### src/rtl/decimal_key_scan_ctrl_pkg.sv
// Shared types and helpers for the decimal key scan controller.
package decimal_key_pkg;

  localparam int unsigned KEY_W  = 10;
  localparam int unsigned CODE_W = 4;

  localparam logic [CODE_W-1:0] CODE_NONE = 4'h0;

  typedef enum logic [1:0] {
    IDLE,
    DEBOUNCE,
    HOLD,
    RELEASE
  } key_state_e;

  function automatic logic [CODE_W-1:0] onehot_to_code(input logic [KEY_W-1:0] key);
    logic [CODE_W-1:0] code;
    code = CODE_NONE;
    for (int unsigned i = 0; i < KEY_W; i++) begin
      if (key[i]) code = CODE_W'(i);
    end
    return code;
  endfunction

endpackage

### src/rtl/decimal_key_scan_ctrl_if.sv
// Valid/ready event channel carrying one BCD key code.
interface decimal_key_scan_ctrl_if;
  import decimal_key_pkg::*;

  logic [CODE_W-1:0] code_o;
  logic              valid_o;
  logic              ready_i;

  modport master (output code_o, output valid_o, input ready_i);
  modport slave  (input code_o, input valid_o, output ready_i);
endinterface

### src/rtl/decimal_key_scan_ctrl_encoder.sv
// Combinational 10:4 one-hot to BCD encoder with one-hot / multi-key flags.
module key_onehot_encoder
  import decimal_key_pkg::*;
(
  input  logic [KEY_W-1:0]  key,
  output logic [CODE_W-1:0] code,
  output logic              is_onehot,
  output logic              is_multi
);

  logic any_set;

  always_comb begin
    any_set   = (key != '0);
    is_onehot = any_set && ((key & (key - KEY_W'(1))) == '0);
    is_multi  = any_set && !is_onehot;
    code      = onehot_to_code(key);
  end

endmodule

### src/rtl/decimal_key_scan_ctrl.sv
// Debounced decimal key scanner producing one BCD event per press over valid/ready.
// Optional auto-repeat while a key is held: define KEY_AUTOREPEAT_EN.
module decimal_key_scan_ctrl
  import decimal_key_pkg::*;
#(
  parameter int unsigned DEBOUNCE_CYCLES = 4,
  parameter int unsigned REPEAT_DELAY    = 16,
  parameter int unsigned REPEAT_PERIOD   = 8
) (
  input  logic                   clk,
  input  logic                   rst_n,
  input  logic [KEY_W-1:0]       key_i,
  decimal_key_scan_ctrl_if.master evt,
  output logic                   multi_err_o,
  output logic                   overflow_o,
  output logic                   busy_o
);

  localparam int unsigned CNT_W = (DEBOUNCE_CYCLES > 2) ? $clog2(DEBOUNCE_CYCLES) : 1;
  localparam logic [CNT_W-1:0] CNT_LAST = CNT_W'(DEBOUNCE_CYCLES - 1);

  if (DEBOUNCE_CYCLES < 2 || REPEAT_DELAY < 1 || REPEAT_PERIOD < 1) begin : g_bad_param
    $error("decimal_key_scan_ctrl: DEBOUNCE_CYCLES must be >= 2, REPEAT_* >= 1");
  end

  logic [KEY_W-1:0]  key_m, key_s;
  key_state_e        state, state_d;
  logic [CNT_W-1:0]  cnt, cnt_d;
  logic [KEY_W-1:0]  cand, cand_d;
  logic [CODE_W-1:0] cand_code, cand_code_d;
  logic [CODE_W-1:0] code_q, code_d;
  logic              valid_q, valid_d;
  logic              multi_err_q, multi_err_d;
  logic              overflow_q, overflow_d;
  logic              issue;

  logic [CODE_W-1:0] enc_code;
  logic              enc_onehot, enc_multi;

  key_onehot_encoder u_enc (
    .key       (key_s),
    .code      (enc_code),
    .is_onehot (enc_onehot),
    .is_multi  (enc_multi)
  );

`ifdef KEY_AUTOREPEAT_EN
  localparam int unsigned RPT_MAX = (REPEAT_DELAY > REPEAT_PERIOD) ? REPEAT_DELAY : REPEAT_PERIOD;
  localparam int unsigned RPT_W   = (RPT_MAX > 2) ? $clog2(RPT_MAX) : 1;
  logic [RPT_W-1:0] rpt_cnt, rpt_cnt_d;
  logic             rpt_seen, rpt_seen_d;

  always_ff @(posedge clk or negedge rst_n) begin
    if (!rst_n) begin
      rpt_cnt  <= '0;
      rpt_seen <= 1'b0;
    end else begin
      rpt_cnt  <= rpt_cnt_d;
      rpt_seen <= rpt_seen_d;
    end
  end
`endif

  always_ff @(posedge clk or negedge rst_n) begin
    if (!rst_n) begin
      key_m       <= '0;
      key_s       <= '0;
      state       <= IDLE;
      cnt         <= '0;
      cand        <= '0;
      cand_code   <= CODE_NONE;
      code_q      <= CODE_NONE;
      valid_q     <= 1'b0;
      multi_err_q <= 1'b0;
      overflow_q  <= 1'b0;
    end else begin
      key_m       <= key_i;
      key_s       <= key_m;
      state       <= state_d;
      cnt         <= cnt_d;
      cand        <= cand_d;
      cand_code   <= cand_code_d;
      code_q      <= code_d;
      valid_q     <= valid_d;
      multi_err_q <= multi_err_d;
      overflow_q  <= overflow_d;
    end
  end

  always_comb begin
    state_d     = state;
    cnt_d       = cnt;
    cand_d      = cand;
    cand_code_d = cand_code;
    multi_err_d = 1'b0;
    issue       = 1'b0;
`ifdef KEY_AUTOREPEAT_EN
    rpt_cnt_d   = rpt_cnt;
    rpt_seen_d  = rpt_seen;
`endif

    unique case (state)
      IDLE: begin
        if (enc_multi) begin
          multi_err_d = 1'b1;
          cnt_d       = '0;
          state_d     = RELEASE;
        end else if (enc_onehot) begin
          cand_d      = key_s;
          cand_code_d = enc_code;
          cnt_d       = '0;
          state_d     = DEBOUNCE;
        end
      end
      DEBOUNCE: begin
        if (key_s != cand) begin
          state_d = IDLE;
        end else if (cnt == CNT_LAST) begin
          issue   = 1'b1;
          state_d = HOLD;
        end else begin
          cnt_d = cnt + CNT_W'(1);
        end
      end
      HOLD: begin
        if (key_s == '0) begin
          cnt_d   = '0;
          state_d = RELEASE;
        end
`ifdef KEY_AUTOREPEAT_EN
        // Counter pauses while extra keys are held and resumes on the original key alone.
        else if (key_s == cand) begin
          if (rpt_cnt == (rpt_seen ? RPT_W'(REPEAT_PERIOD - 1) : RPT_W'(REPEAT_DELAY - 1))) begin
            issue      = 1'b1;
            rpt_cnt_d  = '0;
            rpt_seen_d = 1'b1;
          end else begin
            rpt_cnt_d = rpt_cnt + RPT_W'(1);
          end
        end
`endif
      end
      RELEASE: begin
        if (key_s != '0) begin
          cnt_d = '0;
        end else if (cnt == CNT_LAST) begin
          state_d = IDLE;
        end else begin
          cnt_d = cnt + CNT_W'(1);
        end
      end
      default: state_d = IDLE;
    endcase

`ifdef KEY_AUTOREPEAT_EN
    if (state_d != HOLD) begin
      rpt_cnt_d  = '0;
      rpt_seen_d = 1'b0;
    end
`endif
  end

  // A transfer in the same cycle frees the holding register for the new event.
  always_comb begin
    valid_d    = valid_q;
    code_d     = code_q;
    overflow_d = 1'b0;
    if (valid_q && evt.ready_i) valid_d = 1'b0;
    if (issue) begin
      if (!valid_q || evt.ready_i) begin
        valid_d = 1'b1;
        code_d  = cand_code;
      end else begin
        overflow_d = 1'b1;
      end
    end
  end

  assign evt.code_o  = code_q;
  assign evt.valid_o = valid_q;
  assign multi_err_o = multi_err_q;
  assign overflow_o  = overflow_q;
  assign busy_o      = (state != IDLE);

endmodule

### src/flat_wrapper.sv
// flat-port wrapper written by rule: the top's interface ports become plain ports
module decimal_key_scan_ctrl_flat import decimal_key_pkg::*;
#(
  parameter int unsigned DEBOUNCE_CYCLES = 4,
  parameter int unsigned REPEAT_DELAY    = 16,
  parameter int unsigned REPEAT_PERIOD   = 8
)
  (clk, rst_n, key_i, multi_err_o, overflow_o, busy_o, evt_code_o, evt_valid_o, evt_ready_i);
  decimal_key_scan_ctrl_if evt_i ();
  input  logic clk;
  input  logic rst_n;
  input  logic [KEY_W-1:0] key_i;
  output logic multi_err_o;
  output logic overflow_o;
  output logic busy_o;
  output wire logic [$bits(evt_i.code_o)-1:0] evt_code_o;
  output wire logic [$bits(evt_i.valid_o)-1:0] evt_valid_o;
  input wire logic [$bits(evt_i.ready_i)-1:0] evt_ready_i;
  assign evt_code_o = evt_i.code_o;
  assign evt_valid_o = evt_i.valid_o;
  assign evt_i.ready_i = evt_ready_i;
  decimal_key_scan_ctrl #(.DEBOUNCE_CYCLES(DEBOUNCE_CYCLES), .REPEAT_DELAY(REPEAT_DELAY), .REPEAT_PERIOD(REPEAT_PERIOD)) u_core (.clk(clk), .rst_n(rst_n), .key_i(key_i), .evt(evt_i), .multi_err_o(multi_err_o), .overflow_o(overflow_o), .busy_o(busy_o));
endmodule
### config.mk
export PLATFORM = sky130hd
export DESIGN_NAME = decimal_key_scan_ctrl_flat
export DESIGN_NICKNAME = d
export VERILOG_FILES = /design/src/rtl/decimal_key_scan_ctrl_pkg.sv /design/src/rtl/decimal_key_scan_ctrl_if.sv /design/src/rtl/decimal_key_scan_ctrl_encoder.sv /design/src/rtl/decimal_key_scan_ctrl.sv /design/src/flat_wrapper.sv
export SDC_FILE = /design/constraint.sdc
export NUM_CORES = 1
export LEC_CHECK = 0
export BUFFER_PORTS_ARGS = -buffer_cell sky130_fd_sc_hd__buf_2
export CAP_MARGIN = 20
export CORE_UTILIZATION = 25
export DETAILED_ROUTE_END_ITERATION = 8
export GPL_TIMING_DRIVEN = 0
export PLACE_DENSITY = 0.53
export SLEW_MARGIN = 20
export SYNTH_ARGS = -nofsm -noshare
export SYNTH_HDL_FRONTEND = slang
export SYNTH_HIERARCHICAL = 1
export SYNTH_SLANG_ARGS = --single-unit
### constraint.sdc
create_clock -name clk -period 2.7 [get_ports clk]
set_input_delay 0.27 -clock clk [delete_from_list [all_inputs] [get_ports clk]]
set_output_delay 0.27 -clock clk [all_outputs]
set_load 0.005 [all_outputs]
==> impl_metrics.toml, run 1 <==
[run_status]
status = "finished, violations left"
violations = "setup timing"

[logic_synthesis]
synthMuxAreaShare = 0.1243
yosysTopAreaCellShare = 0.6016
synth.ff_latch_count = 45
synth_xor_area_frac = 0.04679
synth_nets = 153
synth_area_um2 = 1872
synthCells = 140
synth.top_cells.by_area = "dfrtp_1 60%, mux2_2 8.4%, mux2_4 4.0%"
synth.yosys.seq_area_share = 0.6016
synth_ff_type = "dfrtp_1"
async_flop_share = 1.000
synthAdderAreaFrac = 0.005348
synth_edf_count = 0
synth_cell_types = 38
synth_top_family_by_area = "multiplexers"
synth-simple-area-share = 0.1103
post_synth.cell_area_avg_um2 = 13.37
synth-compound-area-share = 0.08690
synth_warnings = 6
synth_top_area_cell = "dfrtp_1"

[setup_path]
path_cells = "or4_4 -> or3_4 -> o41ai_2 -> o21ai_1 -> or2_4 -> nor3b_4 -> buf_6 -> mux2_2"
worstPathRequired_ps = 2880
slowest_delay_ps = 540
r2r_setup_slack_ps = -200
cp-start-kind = "flip-flop"
r2r_end = "u_core/cand[2]"
regToRegStartpoint = "u_core/key_s[1]"
cp-startpoint = "u_core/key_s[1]"
crit_fanout = 6
worst_path_max_delay_cell = "or4_4"
crit_path_end_kind = "flip-flop"
cp.arrival_ps = 3080
worstSetupPathType = "flip-flop to flip-flop"
reg2reg_depth = 8

[timing]
fmax_ghz = 0.3451
setup_viol = 16
hold_ws_ps = 72.51
setup_slack_ps = -197.8
slew_headroom = 0.7080
fin_crit_sh = 1.073
finalMaxSlewViolations = 0
finalHoldViolCount = 0
period_minus_slack_ps = 2898
fin_worst_skew_ps = 10.84
rsz0062_at_grt = "yes"
tightest_slew_ps = 434.8

[routing]
remaining_drc_errors = 0
via_per_inst = 4.239
first_pass_iters = 3
drt_iter0_drc = 56
antenna_left = 0
wl_mm = 3.353
vias = 1170
wl_per_cell_um = 12.15

[global_routing]
antenna_found_initial = 0
grt_max_degree = 46
grt_pass1_wl_mm = 5.740
grt_pass1_vias = 1154
gr-total-overflow = 0
grt_usage = 0.09925

[power]
seq_power_share = 0.571
p_leak_nw = 1.068
powerDensity_nw_per_um2 = 521.2
netSwitchingFraction = 0.2387
combPwrFrac = 0.076
pwr-share-clk = 0.353
vdd_drop_max_v = 0.0002102
switchingPower_w = 0.0002972
p_int_w = 0.0009476
p_total_w = 0.001245

[clock_network]
cts.path.max_buffers = 2
clkSinkCount = 45
clk_pin_slew_ps = 90
worstSkewPairLatency_ps = 300
h-tree-depth = 2
cts_tree = "built"
clockRootBuffer = "clkbuf_8"
cts_made_buffers = 5

[floorplanning]
dieArea_um2 = 7838
initial_core_util = 0.2581
die_w_um = 88.53
core-area_um2 = 7253
die_h_um = 88.53
ios = 21
rows = 31

[layout]
drive_gt1_frac = 0.4350
fillCellCount = 739
syn2layout_area_growth_pct = 27.61
antennaDiodeCount = 0
fin_nets = 189
final_util = 0.3293

[placed_design]
numPortBuffers = 20
gp_congestion = 0.7484
hpwl_mm = 2.070

[hold_path]
hold_end = "u_core/key_m[3]"
holdCritPathClass = "primary input to flip-flop"
worstHoldStart = "key_i[3]"
hold_depth = 1

[job]
maxCapViolCount = 0
-- logic make-up after synthesis --
family | Yosys count
fa+ha+maj | 1
flops | 45
xor+xnor | 10
compound gates | 24
buf+inv | 9
mux | 19
simple gates | 32
-- layer usage --
| layer | vias to the layer above | global-route usage | share of wire |
|---|---|---|---|
| met5 | - | 0 | 0 |
| met4 | 0 | 0.05132 | 0.015 |
| met3 | 4 | 0.02985 | 0.035 |
| met2 | 23 | 0.1476 | 0.43 |
| li1 | 569 | - | - |
| met1 | 574 | 0.1306 | 0.52 |
-- cell type report --
cell class,count,area [µm²],area share
multi-input cells,86,793.3,0.3321
well taps,99,123.9,0.05186
clock inverters,2,16.27,0.006810
plain buffers,3,26.28,0.01100
clock buffers,6,82.58,0.03457
inverters,5,18.77,0.007858
repair buffers,30,197.7,0.08277
flip-flops and latches,45,1130,0.4730
-- timing repair --
item / 4_1_cts / 5_1_grt
setup endpoints to repair: 16 / 17
setup buffers: 6 / 1
gates cloned: 1 / 0
resized for setup: 21 / 5
hold buffers: 0 / 1
pin swaps: 2 / 1
endpoints found under the hold margin: 0 / 10
-- synth_stat cells, types with 2 or more instances --
cell type and number:
nor3_1 5, xnor2_1 8, or2_1 2, xor2_1 2, nor4_1 2, a21oi_1 8, nor4b_1 2, o21bai_1 2
inv_1 5, nor2_1 7, nand2b_1 2, a211oi_1 2, o21ai_1 2, nand2_1 3, mux2_2 14, nand4_1 2
dfrtp_1 45, o21ai_0 3, mux2_4 5
-- sequential cells by signal, summed over array words and instances (netlist names) --
register            cells
u_core/cand            10
u_core/cand_code        4
u_core/cnt              2
u_core/evt.code_o       4
u_core/evt.valid_o      1
u_core/key_m           10
u_core/key_s           10
u_core/multi_err_o      1
u_core/overflow_o       1
u_core/state            2
-- per-stage QoR --
step                setup TNS, ps  setup WS, ps  cells  area [µm²]
finish                      -2604        -197.8    276        2389
global route                -4851        -324.6    276        2389
floorplan                   -1719        -161.2    140        1882
detailed placement          -5451        -416.1    259        2106
global placement            -5234        -400.9    259        2106
CTS                         -2176        -175.9    273        2323
-- layout by cell type (no fill, tap or decap), types with 3 or more instances in the layout --
master    instances
xnor2_1           8
nor3_1            4
nand2_1           3
dfrtp_2           3
mux2_2            4
inv_1             5
dfrtp_1          42
a21oi_1           8
mux2_4           15
nor2_1            7
buf_6             4
buf_2            20
clkbuf_8          6
buf_4             6
o21ai_0           3
-- power by group through the flow --
stage | Clock [W] | Combinational, W | Sequential [W]
2_1_floorplan | 0 | 0.0000416 | 0.000721
3_3_place_gp | 0 | 0.0000683 | 0.000726
3_5_place_dp | 0 | 0.0000694 | 0.000726
4_1_cts | 0.000462 | 0.0000857 | 0.000711
5_1_grt | 0.000486 | 0.000107 | 0.000714
6_report | 0.000440 | 0.0000940 | 0.000711
-- how the worst max path moves through the flow --
stage | endpoint | slack [ps]
3_5_place_dp | u_core/cand[4] | -420
2_1_floorplan | u_core/cand[0] | -160
3_3_place_gp | u_core/cand[0] | -400
5_1_grt | u_core/cand[5] | -320
6_report | u_core/cand[2] | -200
4_1_cts | u_core/cand[2] | -180
-- worst max-delay path, delay by kind of cell, from the launching register on --
family	cells	cell delay (ps)
compound gates	2	340
flops	1	420
simple gates	4	1520
mux	1	330
buf+inv	1	180
No activity file was read; power rests on OpenSTA's default activity.
==> run 2: changes to the inputs <==
Settings changed: CTS_CLUSTER_SIZE set to 30, SKIP_CTS_REPAIR_TIMING set to 1.
==> run 2 against run 1 <==
Compared with the run above: the flow still finishes with violations (setup timing); global-route usage fell by 0.99 points; register-to-register slack got worse by 140 ps; utilization rose by 0.95 points; clock power barely moved; combinational power rose by 7%; largest cell class unchanged; largest power group unchanged.
==> impl_metrics.toml, run 2 (synthesized netlist as in run 1, its figures left out) <==
[hold_path]
hold_depth = 1
holdCritPathClass = "primary input to flip-flop"
worstHoldStart = "key_i[3]"
hold_end = "u_core/key_m[3]"

[setup_path]
worstSetupPathType = "flip-flop to flip-flop"
crit_path_end_kind = "flip-flop"
worstPathRequired_ps = 2890
cpMostUsedCell = "buf_6"
crit_fanout = 6
cp.arrival_ps = 3220
cp-start-kind = "flip-flop"
r2r_setup_slack_ps = -330
path_cells = "or4_4 -> or3_4 -> buf_6 -> o41ai_4 -> o21ai_2 -> or2_4 -> nor3b_4 -> buf_4 -> buf_6 -> mux2_2"
regToRegStartpoint = "u_core/key_s[1]"
worst_path_max_delay_cell = "or4_4"
slowest_delay_ps = 540
r2r_end = "u_core/cand[2]"
reg2reg_depth = 10

[global_routing]
grt_pass1_vias = 1093
grt_pass1_wl_mm = 5.195
gr-total-overflow = 0
grt_max_degree = 46
grt_usage = 0.08932
antenna_found_initial = 0

[timing]
slew_headroom = 0.6211
setup_slack_ps = -333.3
tightest_slew_ps = 568.3
fin_crit_sh = 1.123
fmax_ghz = 0.3297
period_minus_slack_ps = 3033
rsz0062_at_grt = "yes"
finalHoldViolCount = 0
hold_ws_ps = 73.09
finalMaxSlewViolations = 0
fin_worst_skew_ps = 10.41
setup_viol = 17

[power]
p_leak_nw = 1.109
powerDensity_nw_per_um2 = 510.8
p_total_w = 0.001255
vdd_drop_max_v = 0.0002170

[clock_network]
h-tree-depth = 2
cts.path.max_buffers = 2
clk_pin_slew_ps = 90
worstSkewPairLatency_ps = 300
cts_tree = "built"
clockRootBuffer = "clkbuf_8"
cts_made_buffers = 5
clkSinkCount = 45

[routing]
wl_mm = 3.332
wl_per_cell_um = 11.73
antenna_left = 0
drt_iter0_drc = 26
via_per_inst = 4.190
vias = 1190
remaining_drc_errors = 0
first_pass_iters = 4

[run_status]
status = "finished, violations left"
violations = "setup timing"

[layout]
drive_gt1_frac = 0.4757
fin_nets = 197
syn2layout_area_growth_pct = 31.28
fillCellCount = 735
final_cell_mix = "42 x dfrtp_1, 19 x buf_2, 15 x buf_4, 13 x mux2_4, 8 x xnor2_1"
final_util = 0.3388
final_common_cell = "dfrtp_1"
register_area_um2 = 1130
multi_input_area_um2 = 808.3
antennaDiodeCount = 0
reg_top3 = "u_core/cand (10), u_core/key_m (10), u_core/key_s (10)"
final_cells = 284

[placed_design]
place_inst = 259
hpwl_mm = 2.070
numPortBuffers = 20
dp_slack_ps = -416.1
gp_congestion = 0.7484

[job]
maxCapViolCount = 0

[floorplanning]
core-area_um2 = 7253
die_h_um = 88.53
rows = 31
ios = 21
die_w_um = 88.53
dieArea_um2 = 7838
initial_core_util = 0.2581
-- run 2: metrics by stage --
stage          instance area [µm²]  TNS, ps
4_1_cts                       2205    -5650
6_report                      2457    -4671
3_5_place_dp                  2106    -5451
2_1_floorplan                 1882    -1719
3_3_place_gp                  2106    -5234
5_1_grt                       2457    -5757
-- run 2: cell type report --
| type | count | area share |
|---|---|---|
| Sequential cell | 45 | 0.4598 |
| Multi-Input combinational cell | 86 | 0.3289 |
| Tap cell | 99 | 0.05041 |
| Inverter | 5 | 0.007637 |
| Timing Repair Buffer | 37 | 0.09776 |
| Buffer | 4 | 0.01527 |
| Clock inverter | 2 | 0.006619 |
| Clock buffer | 6 | 0.03360 |
-- run 2: worst max-delay path: cells and delay by family, from the launching register on --
kind	cells	cell delay, ps
buffers and inverters	3	430
AO/OA/AOI/OAI	2	350
flip-flops	1	440
multiplexers	1	330
AND/OR/NAND/NOR	4	1380
-- run 2: where the power goes --
group | switching, W | internal (W) | total, W
clock | 0.000231 | 0.000211 | 0.000441
combinational | 0.0000519 | 0.0000493 | 0.000101
sequential | 0.0000199 | 0.000693 | 0.000713
-- run 2: routing by layer --
layer / vias up / GRT usage / wire length, µm
met5: - / 0 / 0
met4: 0 / 0.05132 / 58
met3: 6 / 0.02985 / 129
met2: 25 / 0.1322 / 1446
met1: 575 / 0.1141 / 1697
li1: 584 / - / -
-- run 2: worst max path at each step --
stage / slack [ps] / depth (start not counted) / startpoint / endpoint
after floorplan: -160 / 9 / u_core/key_s[1] / u_core/cand[0]
after global placement: -400 / 9 / u_core/key_s[2] / u_core/cand[0]
after detailed placement: -420 / 9 / u_core/key_s[2] / u_core/cand[4]
after CTS: -430 / 9 / u_core/key_s[2] / u_core/cand[4]
after global routing: -380 / 10 / u_core/key_s[1] / u_core/cand[2]
final: -330 / 10 / u_core/key_s[1] / u_core/cand[2]
==> run 3: changes to the inputs <==
Settings changed: PLACE_DENSITY 0.53 to unset.
Clock period 2.7 ns to 3.6 ns, I/O delays scaled along.
==> run 3 against run 2 <==
Compared with the run above: the flow now finishes without violations; sequential power shrank 25%; first-iteration DRC count grew to 3.5 times the previous value; non-clock buffer count fell by 17; count of clock-buffer cells in the layout is the same; cell count down 6.0%; total power is 27% lower; wire length fell by 10%; critical path type unchanged; critical endpoint is now u_core/cand[7]; sequential share of layout area rose by 5.3 points; critical path depth down 1.
==> impl_metrics.toml, run 3 (synthesized netlist as in run 1, its figures left out) <==
[timing]
slew_headroom = 0.3528
fin_worst_skew_ps = 6.544
tns_ps = 0
fmax_ghz = 0.3035
rsz0062_at_grt = "no"
finalHoldViolCount = 0
tightest_slew_ps = 970.8
setup_viol = 0
fin_crit_sh = 0.9153
finalMaxSlewViolations = 0
period_minus_slack_ps = 3295

[job]
maxCapViolCount = 0

[floorplanning]
die_h_um = 88.53
die_w_um = 88.53
rows = 31
dieArea_um2 = 7838
ios = 21
core-area_um2 = 7253
initial_core_util = 0.2581

[placed_design]
place_inst = 259
numPortBuffers = 20
gp_congestion = 0.7476
hpwl_mm = 2.074

[clock_network]
cts.path.max_buffers = 2
clk_pin_slew_ps = 90
h-tree-depth = 2
clkSinkCount = 45
cts_made_buffers = 5
worstSkewPairLatency_ps = 300
clockRootBuffer = "clkbuf_8"
cts_tree = "built"

[hold_path]
holdCritPathClass = "primary input to flip-flop"

[layout]
final_cell_mix = "45 x dfrtp_1, 21 x buf_2, 14 x mux2_2, 8 x xnor2_1, 8 x a21oi_1"
final_cells = 267
antennaDiodeCount = 0
drive_gt1_frac = 0.3333
fin_nets = 180
reg_top3 = "u_core/cand (10), u_core/key_m (10), u_core/key_s (10)"
final_common_cell = "dfrtp_1"
syn2layout_area_growth_pct = 17.31

[routing]
wl_mm = 2.991
first_pass_iters = 4
remaining_drc_errors = 0
via_per_inst = 4.251
wl_per_cell_um = 11.20
antenna_left = 0
drt_iter0_drc = 91
vias = 1135

[setup_path]
cp-start-kind = "flip-flop"
crit_path_end_kind = "flip-flop"
crit_fanout = 10
worstPathRequired_ps = 3790
worstSetupPathType = "flip-flop to flip-flop"
cp.arrival_ps = 3490

[global_routing]
grt_max_degree = 46
gr-total-overflow = 0
grt_usage = 0.08737
grt_pass1_wl_mm = 5.223
grt_pass1_vias = 1076
antenna_found_initial = 0

[power]
vdd_drop_max_v = 0.0002012
p_int_w = 0.0007004
combPwrFrac = 0.055
p_total_w = 0.0009191
pwr-share-clk = 0.363
seq_power_share = 0.582
switchingPower_w = 0.0002187
powerDensity_nw_per_um2 = 418.5
p_leak_nw = 0.9829
netSwitchingFraction = 0.2380

[run_status]
status = "completed"
==> run 3: critical path, stage by stage (launching register included) <==
cell and delay [ps]:
dfrtp_1 470, or4_1 540, or3_1 310, buf_2 160, o41ai_2 210, o21ai_1 150
or2_1 320, nor3b_2 390, buf_4 270, mux2_2 350
==> run 3: final timing paths <==
check                           startpoint              end  slack [ps]  cells past startpoint
max                        u_core/key_s[2]   u_core/cand[7]         300                      9
min                               key_i[7]  u_core/key_m[7]         160                      1
max reg2reg                u_core/key_s[2]   u_core/cand[7]         300                      9
min reg2reg                u_core/key_m[9]  u_core/key_s[9]         350                      0
max in group asynchronous            rst_n   u_core/cand[4]        2790                      1
min in group asynchronous            rst_n  u_core/key_m[9]         210                      1
==> run 3: layer usage <==
layer  GRT usage  up-vias  part of all wire
met5           0        -                 0
met4     0.02639        0            0.0067
met3     0.03078        3             0.057
met2      0.1280       39              0.43
met1      0.1213      541              0.50
li1            -      552                 -
==> run 3: power groups by stage <==
stage | Clock, W | Sequential, W | Combinational (W)
after global placement | 0 | 0.000544 | 0.0000503
after detailed placement | 0 | 0.000546 | 0.0000506
after floorplan | 0 | 0.000540 | 0.0000310
after global routing | 0.000366 | 0.000538 | 0.0000576
after CTS | 0.000346 | 0.000535 | 0.0000510
final | 0.000334 | 0.000535 | 0.0000504
==> run 3: metrics by stage <==
step                      hold WS, ps  utilization  worst slack (ps)  area (µm²)
final                           159.5       0.3027             304.9        2196
after global routing            140.4       0.3027             144.5        2196
after floorplan                 64.41            -             673.4        1872
after CTS                       148.4       0.3027             295.2        2196
after global placement          331.3       0.2889             383.0        2096
after detailed placement        334.7       0.2889             291.4        2096
==> run 3: cell type report <==
type | instances | area [µm²]
Fill cell | 762 | 5057
Sequential cell | 45 | 1126
Multi-Input combinational cell | 86 | 699.4
Tap cell | 99 | 123.9
Timing Repair Buffer | 20 | 100.1
Clock buffer | 6 | 82.58
Buffer | 4 | 27.53
Inverter | 5 | 18.77
Clock inverter | 2 | 17.52
